==> src/rtl/ps2_rx_fifo.sv <==
// PS/2 device-to-host receiver: sync + glitch filter, 11-bit frame check, show-ahead scancode FIFO.
// Latency: pin fall to fall strobe is SYNC_STAGES+FILTER_LEN cycles; push at stop-bit fall, visible next cycle.
// Backpressure: none toward the PS/2 line; a good frame arriving into a full FIFO with no pop is dropped and flags overflow.
module ps2_rx_fifo #(
  parameter int SYNC_STAGES    = 2,
  parameter int FILTER_LEN     = 8,
  parameter int TIMEOUT_CYCLES = 50000,
  parameter int FIFO_DEPTH     = 16
) (
  input  logic                          clk,
  input  logic                          nRst,
  input  logic                          ps2_clk,
  input  logic                          ps2_data,
  input  logic                          rd_en,
  input  logic                          clear_err,
  output logic [7:0]                    rd_data,
  output logic                          rd_valid,
  output logic [$clog2(FIFO_DEPTH):0]   fifo_count,
  output logic                          overflow,
  output logic                          frame_err
);

  localparam int PTR_W = $clog2(FIFO_DEPTH);
  localparam int CNT_W = PTR_W + 1;
  localparam int FC_W  = $clog2(FILTER_LEN + 1);
  localparam int TO_W  = $clog2(TIMEOUT_CYCLES + 1);

  typedef enum logic [1:0] {IDLE, DATA, PARITY, STOP} state_t;

  logic [SYNC_STAGES-1:0] clk_sync_q, dat_sync_q;
  logic                   filt_q;
  logic [FC_W-1:0]        fcnt_q;
  state_t                 state_q;
  logic [2:0]             bit_cnt_q;
  logic [7:0]             shift_q;
  logic                   par_q;
  logic [TO_W-1:0]        tcnt_q;
  logic [7:0]             mem_q [FIFO_DEPTH];
  logic [PTR_W-1:0]       wr_ptr_q, rd_ptr_q;
  logic [CNT_W-1:0]       count_q, count_d;
  logic                   ovf_q, ovf_d, ferr_q, ferr_d;

  logic clk_s, dat_s, flip, fall, timeout, frame_good, push, bad;
  logic pop, full, wr, ovf_set;

  assign clk_s = clk_sync_q[SYNC_STAGES-1];
  assign dat_s = dat_sync_q[SYNC_STAGES-1];

  // Bring both PS/2 lines into the clk domain; idle-high lines reset to 1
  always_ff @(posedge clk or negedge nRst) begin
    if (!nRst) begin
      clk_sync_q <= '1;
      dat_sync_q <= '1;
    end else begin
      clk_sync_q <= {clk_sync_q[SYNC_STAGES-2:0], ps2_clk};
      dat_sync_q <= {dat_sync_q[SYNC_STAGES-2:0], ps2_data};
    end
  end

  // The filtered clock flips on the FILTER_LEN-th consecutive differing sample
  assign flip = (clk_s != filt_q) && (fcnt_q == FC_W'(FILTER_LEN - 1));
  // The strobe coincides with the flip so the data sample and the edge share one cycle
  assign fall = flip && filt_q;

  // Glitch filter: count differing samples, restart whenever the sample agrees
  always_ff @(posedge clk or negedge nRst) begin
    if (!nRst) begin
      filt_q <= 1'b1;
      fcnt_q <= '0;
    end else if (clk_s == filt_q) begin
      fcnt_q <= '0;
    end else if (flip) begin
      filt_q <= ~filt_q;
      fcnt_q <= '0;
    end else begin
      fcnt_q <= fcnt_q + 1'b1;
    end
  end

  assign timeout    = (state_q != IDLE) && !fall && (tcnt_q == TO_W'(TIMEOUT_CYCLES - 1));
  assign frame_good = (^{shift_q, par_q}) && dat_s;
  assign push       = (state_q == STOP) && fall && frame_good;
  assign bad        = ((state_q == STOP) && fall && !frame_good) || timeout;

  // Frame FSM with inter-edge timeout; a timeout abandons the partial byte
  always_ff @(posedge clk or negedge nRst) begin
    if (!nRst) begin
      state_q   <= IDLE;
      bit_cnt_q <= '0;
      shift_q   <= '0;
      par_q     <= 1'b0;
      tcnt_q    <= '0;
    end else begin
      if (state_q == IDLE || fall) tcnt_q <= '0;
      else                         tcnt_q <= tcnt_q + 1'b1;
      if (timeout) begin
        state_q <= IDLE;
      end else if (fall) begin
        case (state_q)
          IDLE: if (!dat_s) begin
            state_q   <= DATA;
            bit_cnt_q <= '0;
          end
          DATA: begin
            shift_q   <= {dat_s, shift_q[7:1]};
            bit_cnt_q <= bit_cnt_q + 1'b1;
            if (bit_cnt_q == 3'd7) state_q <= PARITY;
          end
          PARITY: begin
            par_q   <= dat_s;
            state_q <= STOP;
          end
          default: state_q <= IDLE;
        endcase
      end
    end
  end

  // A pop frees the head slot, so a push into a full FIFO is accepted when paired with a pop
  assign pop     = rd_en && rd_valid;
  assign full    = (count_q == CNT_W'(FIFO_DEPTH));
  assign wr      = push && (!full || pop);
  assign ovf_set = push && full && !pop;

  // Occupancy and sticky-flag next state; a new error wins over clear_err
  always_comb begin
    count_d = count_q;
    if (wr && !pop)      count_d = count_q + 1'b1;
    else if (!wr && pop) count_d = count_q - 1'b1;
    ovf_d  = ovf_set | (ovf_q  & ~clear_err);
    ferr_d = bad     | (ferr_q & ~clear_err);
  end

  // FIFO pointers, occupancy and sticky flags
  always_ff @(posedge clk or negedge nRst) begin
    if (!nRst) begin
      wr_ptr_q <= '0;
      rd_ptr_q <= '0;
      count_q  <= '0;
      ovf_q    <= 1'b0;
      ferr_q   <= 1'b0;
    end else begin
      if (wr)  wr_ptr_q <= wr_ptr_q + 1'b1;
      if (pop) rd_ptr_q <= rd_ptr_q + 1'b1;
      count_q <= count_d;
      ovf_q   <= ovf_d;
      ferr_q  <= ferr_d;
    end
  end

  // Storage array; contents are only observable while the entry is occupied
  always_ff @(posedge clk) begin
    if (wr) mem_q[wr_ptr_q] <= shift_q;
  end

  assign rd_valid   = (count_q != '0);
  assign rd_data    = rd_valid ? mem_q[rd_ptr_q] : 8'h00;
  assign fifo_count = count_q;
  assign overflow   = ovf_q;
  assign frame_err  = ferr_q;

endmodule

==> config.mk <==
export PLATFORM = sky130hd
export DESIGN_NAME = ps2_rx_fifo
export DESIGN_NICKNAME = d
export VERILOG_FILES = /design/src/rtl/ps2_rx_fifo.sv
export SDC_FILE = /design/constraint.sdc
export NUM_CORES = 1
export LEC_CHECK = 0
export BUFFER_PORTS_ARGS = -buffer_cell sky130_fd_sc_hd__buf_2
export CORE_MARGIN = 4
export CORE_UTILIZATION = 55
export CTS_CLUSTER_DIAMETER = 50
export DETAILED_ROUTE_END_ITERATION = 8
export MAX_ROUTING_LAYER = met4
export PLACE_DENSITY = 0.72
export SETUP_SLACK_MARGIN = 0.02
export SKIP_LAST_GASP = 1
export SLEW_MARGIN = 20
export SYNTH_ARGS = -nofsm -noshare
export SYNTH_HDL_FRONTEND = slang
export SYNTH_SLANG_ARGS = --single-unit
==> constraint.sdc <==
create_clock -name clk -period 9.7 [get_ports clk]
set_input_delay 1.94 -clock clk [delete_from_list [all_inputs] [get_ports clk]]
set_output_delay 1.94 -clock clk [all_outputs]
set_load 0.05 [all_outputs]
==> metrics.md <==
| Metric | Value |
|---|---|
| Total gr overflow | 0 |
| Number of standard cells after synthesis | 460 |
| Max-cap viol count | 0 |
| Synth Net Count | 484 |
| Total Power | 0.00193 W |
| Worst-Margin Slew | 0.875 ns |
| Final hold violation count | 0 |
| Reg-to-reg endpoint | fifo_count[4]$_DFFE_PN0P_ |
| Global placement routability congestion | 0.804 |
| Share of the synthesized area in the top cell type | 0.505 |
| Worst reg2reg path startpoint | shift_q[4]$_DFFE_PN0P_ |
| Number of flops mapped to enable cells by yosys | 128 |
| Buffer cell driving the clock tree root | clkbuf_16 |
| Int Pwr | 0.00139 W |
| Synth Cell Area | ~0.0076 sq mm |
| Part of the cycle the worst path needs | 0.475 |
| Fraction of the yosys area taken by sequential cells | 0.684 |
| Nature of the critical path startpoint | flip-flop |
| Hold-fix buffers at CTS | 0 |
| Chip height | 126 um |
| Share of final-layout standard cells stronger than drive strength 1 | 0.227 |
| Cell with the biggest individual delay on the critical path | mux4_2 |
| Metal-1 WL | approximately 5700 um |
| Worst slew margin relative to its limit | 0.417 |
| Placeable Area | 0.0134 sq mm |
| Average wire length per cell after detail routing | 20.6 um |
| Static leakage | 3.25 nW |
| Power density over the cells | ~230 mW/mm^2 |
| Clock net sink count | around 180 |
| # setup viols final | 0 |
| Final #Nets | slightly above 500 |
| Area growth, synth to finish | 11.3% |
| Leading cell types by total area after synthesis | edfxtp_1 51%, dfrtp_1 16%, mux4_2 9.5%, ha_1 2.8%, xnor2_1 2.0% |
| Die width | 126 um |
| Number of optimization iterations in the first detailed-route pass | 4 |
| CTS HTree Levels | 4 |
| Buffer and inverter count on the worst path | 2 |
| Worst hold start | clk_sync_q[0]$_DFF_PN1_ |
| Delay contributed by the slowest stage of the critical path | around 0.6 ns |
| Switch Pwr | approximately 0.00054 W |
| Achievable clock frequency | 217 MHz |
| Clock slew seen by the registers of the worst setup and hold paths | roughly 0.06 ns |
| Net Sw Frac | 0.280 |
| Arrival @ worst endpoint | about 2.7 ns |
| Comb pwr share | 0.174 |
| Run status | complete, no violations |
| Die area | roughly 0.016 sq mm |
| Vias after detailed routing | 3960 |
| DRC errors left | 0 |
| Clk network pwr share | 0.352 |
| Crit Path Class | flip-flop to output pin |
| Clock Skew | between 0.01 and 0.015 ns |
| Antenna diodes | 0 |
| Unrepaired setup endpoints after global routing | no |
| # port buffers | 21 |
| Main flop type after synthesis | edfxtp_1 |
| Core occupancy in the finished layout | 0.632 |
| Critical Path, Cell by Cell | buf_4 > mux4_2 > a22oi_1 > a21oi_1 > buf_2 |
| Time the worst path needs with I/O delays and setup | between 4 and 5 ns |
| Wire length on met2 | 7300 um |
| Count of final max-slew check failures | 0 |
| Effective utilization at floorplan | 0.568 |
| Routed Wire Length | 13900 um |
| Pin count of the biggest net entering global routing | 55 |
| Max rail drop VDD | roughly 0.14 mV |
| Async S/R FF share, synth | 0.297 |
| Pre-CTS worst setup slack | 5.35 ns |
| Aggregate global-route resource usage | 0.198 |
| Reg power frac | 0.475 |
| Number of global-route vias before repair | approximately 4100 |
| CTS tree | built |
| Critical path fanouts, max | 33 |
| Synth warn | 0 |
| Worst min-delay path class | flip-flop to flip-flop |
| Crit-path leading delay family | buffers and inverters |
| Number of buffers inserted during clock tree synthesis | 17 |
| Number of vias per cell | about 5.9 |
| Top-Level Pins | 22 |
| Synthesized area divided by synthesized cell count | about 17 sq um |
| Post-CTS repair timing setup buffer count | 0 |
| Standard-cell rows | between 40 and 50 |
| Antenna-violating nets left | 0 |
| Number of gates resized after CTS | 0 |
| Antenna violations before repair | 0 |
| First-pass GRT wire length | between 20000 and 25000 um |
| 1st-iter DRT viols | 403 |
| Endpoint kind of the worst setup timing path | output pin |
| Register bit count reported by yosys | 182 |
| Flop2flop setup slack | 5.83 ns |
| Number of buffers between clock root and the deepest sink | 2 |
| Termination of the worst setup path | rd_data[2] |
| Clock latency on the worst-skew pair | 0.42 ns |
| Worst reg2reg path depth | 12 |
| Highest routed layer | met4 |
| Final Worst Setup Slack | 5.10 ns |
| Stages on the worst setup path | 5 |
| Number of distinct library cell variants in the gate-level netlist after synthesis | 46 |
| Final TNS setup | 0 ns |
| Required @ worst endpoint | approximately 7.8 ns |
| Worst setup startpoint | rd_ptr_q[0]$_DFFE_PN0N_ |
| Post-synthesis cell type with the largest combined area | edfxtp_1 |
| Detailed route wirelength on metal3 | 641 um |
| DP HPWL | 8910 um |
==> stage by stage <==
| stage | cell area [sq um] | cells | hold WS [ns] |
|---|---|---|---|
| 5_1_grt | 8470 | 674 | 0.362 |
| 6_report | 8470 | 674 | 0.359 |
| 2_1_floorplan | 7610 | 460 | 0.345 |
| 4_1_cts | 8470 | 674 | 0.362 |
| 3_5_place_dp | 7880 | 643 | 0.349 |
| 3_3_place_gp | 7880 | 643 | 0.346 |
==> power by group through the flow <==
stage	Sequential, W	Combinational [W]	Clock, W
4_1_cts	0.000916	0.000341	0.000693
3_5_place_dp	0.000932	0.000339	0
6_report	0.000916	0.000335	0.000678
2_1_floorplan	0.000929	0.000256	0
3_3_place_gp	0.000929	0.000337	0
5_1_grt	0.000923	0.000367	0.000734
==> registers in the layout, summed over array words and instances, names as in the netlist, 2 cells and up <==
register	count
bit_cnt_q	3
clk_sync_q	2
dat_sync_q	2
fcnt_q	4
fifo_count	5
mem_q	128
rd_ptr_q	4
shift_q	8
state_q	2
tcnt_q	16
wr_ptr_q	4
==> logic make-up after synthesis <==
family	count (synthesis)	synth area share
flip-flops	182	0.684
AND/OR/NAND/NOR	110	0.0780
multiplexers	45	0.114
AO/OA/AOI/OAI	43	0.0367
XOR/XNOR	34	0.0421
buffers and inverters	28	0.0151
adder cells (fa/ha/maj)	18	0.0306
==> worst register-to-register path, cell delays in order, from the launching register on <==
cell and delay, ns:
dfrtp_1 0.78, xor2_1 0.19, xnor3_2 0.46, xnor2_2 0.20
nor3_2 0.62, ha_1 0.30, inv_1 0.11, fa_1 0.43
a21o_1 0.18, a21oi_1 0.17, xnor2_1 0.13, nor2_1 0.06
xor2_1 0.14
==> layout by cell type, fill, tap and decap left out, drive strengths merged, types with 2 or more instances in the layout <==
| cell type | count |
|---|---|
| xor2 | 15 |
| and3 | 13 |
| nor3b | 4 |
| nand4 | 4 |
| mux2 | 12 |
| and2 | 8 |
| nand2 | 14 |
| xnor2 | 18 |
| nor2 | 30 |
| a21o | 2 |
| nand3 | 12 |
| dfrtp | 49 |
| mux4 | 32 |
| inv | 14 |
| or2 | 2 |
| a21oi | 14 |
| clkbuf | 20 |
| edfxtp | 128 |
| ha | 17 |
| a22oi | 16 |
| clkinv | 4 |
| buf | 24 |
| bufinv | 3 |
| dfstp | 5 |
| nor2b | 7 |
| nand2b | 3 |
| o21ai | 5 |
| a211oi | 2 |
| nor4 | 4 |
| nor3 | 5 |
==> cells in the mapped netlist, drive strengths merged (7+ instances only) <==
cell    count
nor2b       7
and2        8
inv        11
mux2       12
nand2      14
buf         9
a21oi      14
edfxtp    128
xnor2      18
a22oi      16
and3       13
mux4       32
nand3      12
nor2       30
dfrtp      49
clkbuf      8
xor2       15
ha         17
==> layout make-up <==
cell class	count	area, sq um
Clock buffer	20	437
Clock inverter	11	149
Fill cell	955	4930
Inverter	11	41.3
Multi-Input combinational cell	250	2290
Sequential cell	182	5200
Tap cell	176	220
Timing Repair Buffer	24	128
==> per-layer routing <==
metal,vias up,GRT usage
li1,1817,-
met2,96,0.312
met3,14,0.0486
met5,-,-
met1,2033,0.259
met4,0,0.0568
==> how the worst min path moves through the flow <==
stage | slack [ns] | endpoint | depth (start not counted)
3_3_place_gp | 0.35 | dat_sync_q[1]$_DFF_PN1_ | 0
6_report | 0.36 | clk_sync_q[1]$_DFF_PN1_ | 0
2_1_floorplan | 0.35 | clk_sync_q[1]$_DFF_PN1_ | 0
5_1_grt | 0.36 | clk_sync_q[1]$_DFF_PN1_ | 0
4_1_cts | 0.36 | clk_sync_q[1]$_DFF_PN1_ | 0
3_5_place_dp | 0.35 | clk_sync_q[1]$_DFF_PN1_ | 0
Power figures use the tool's default switching activity.
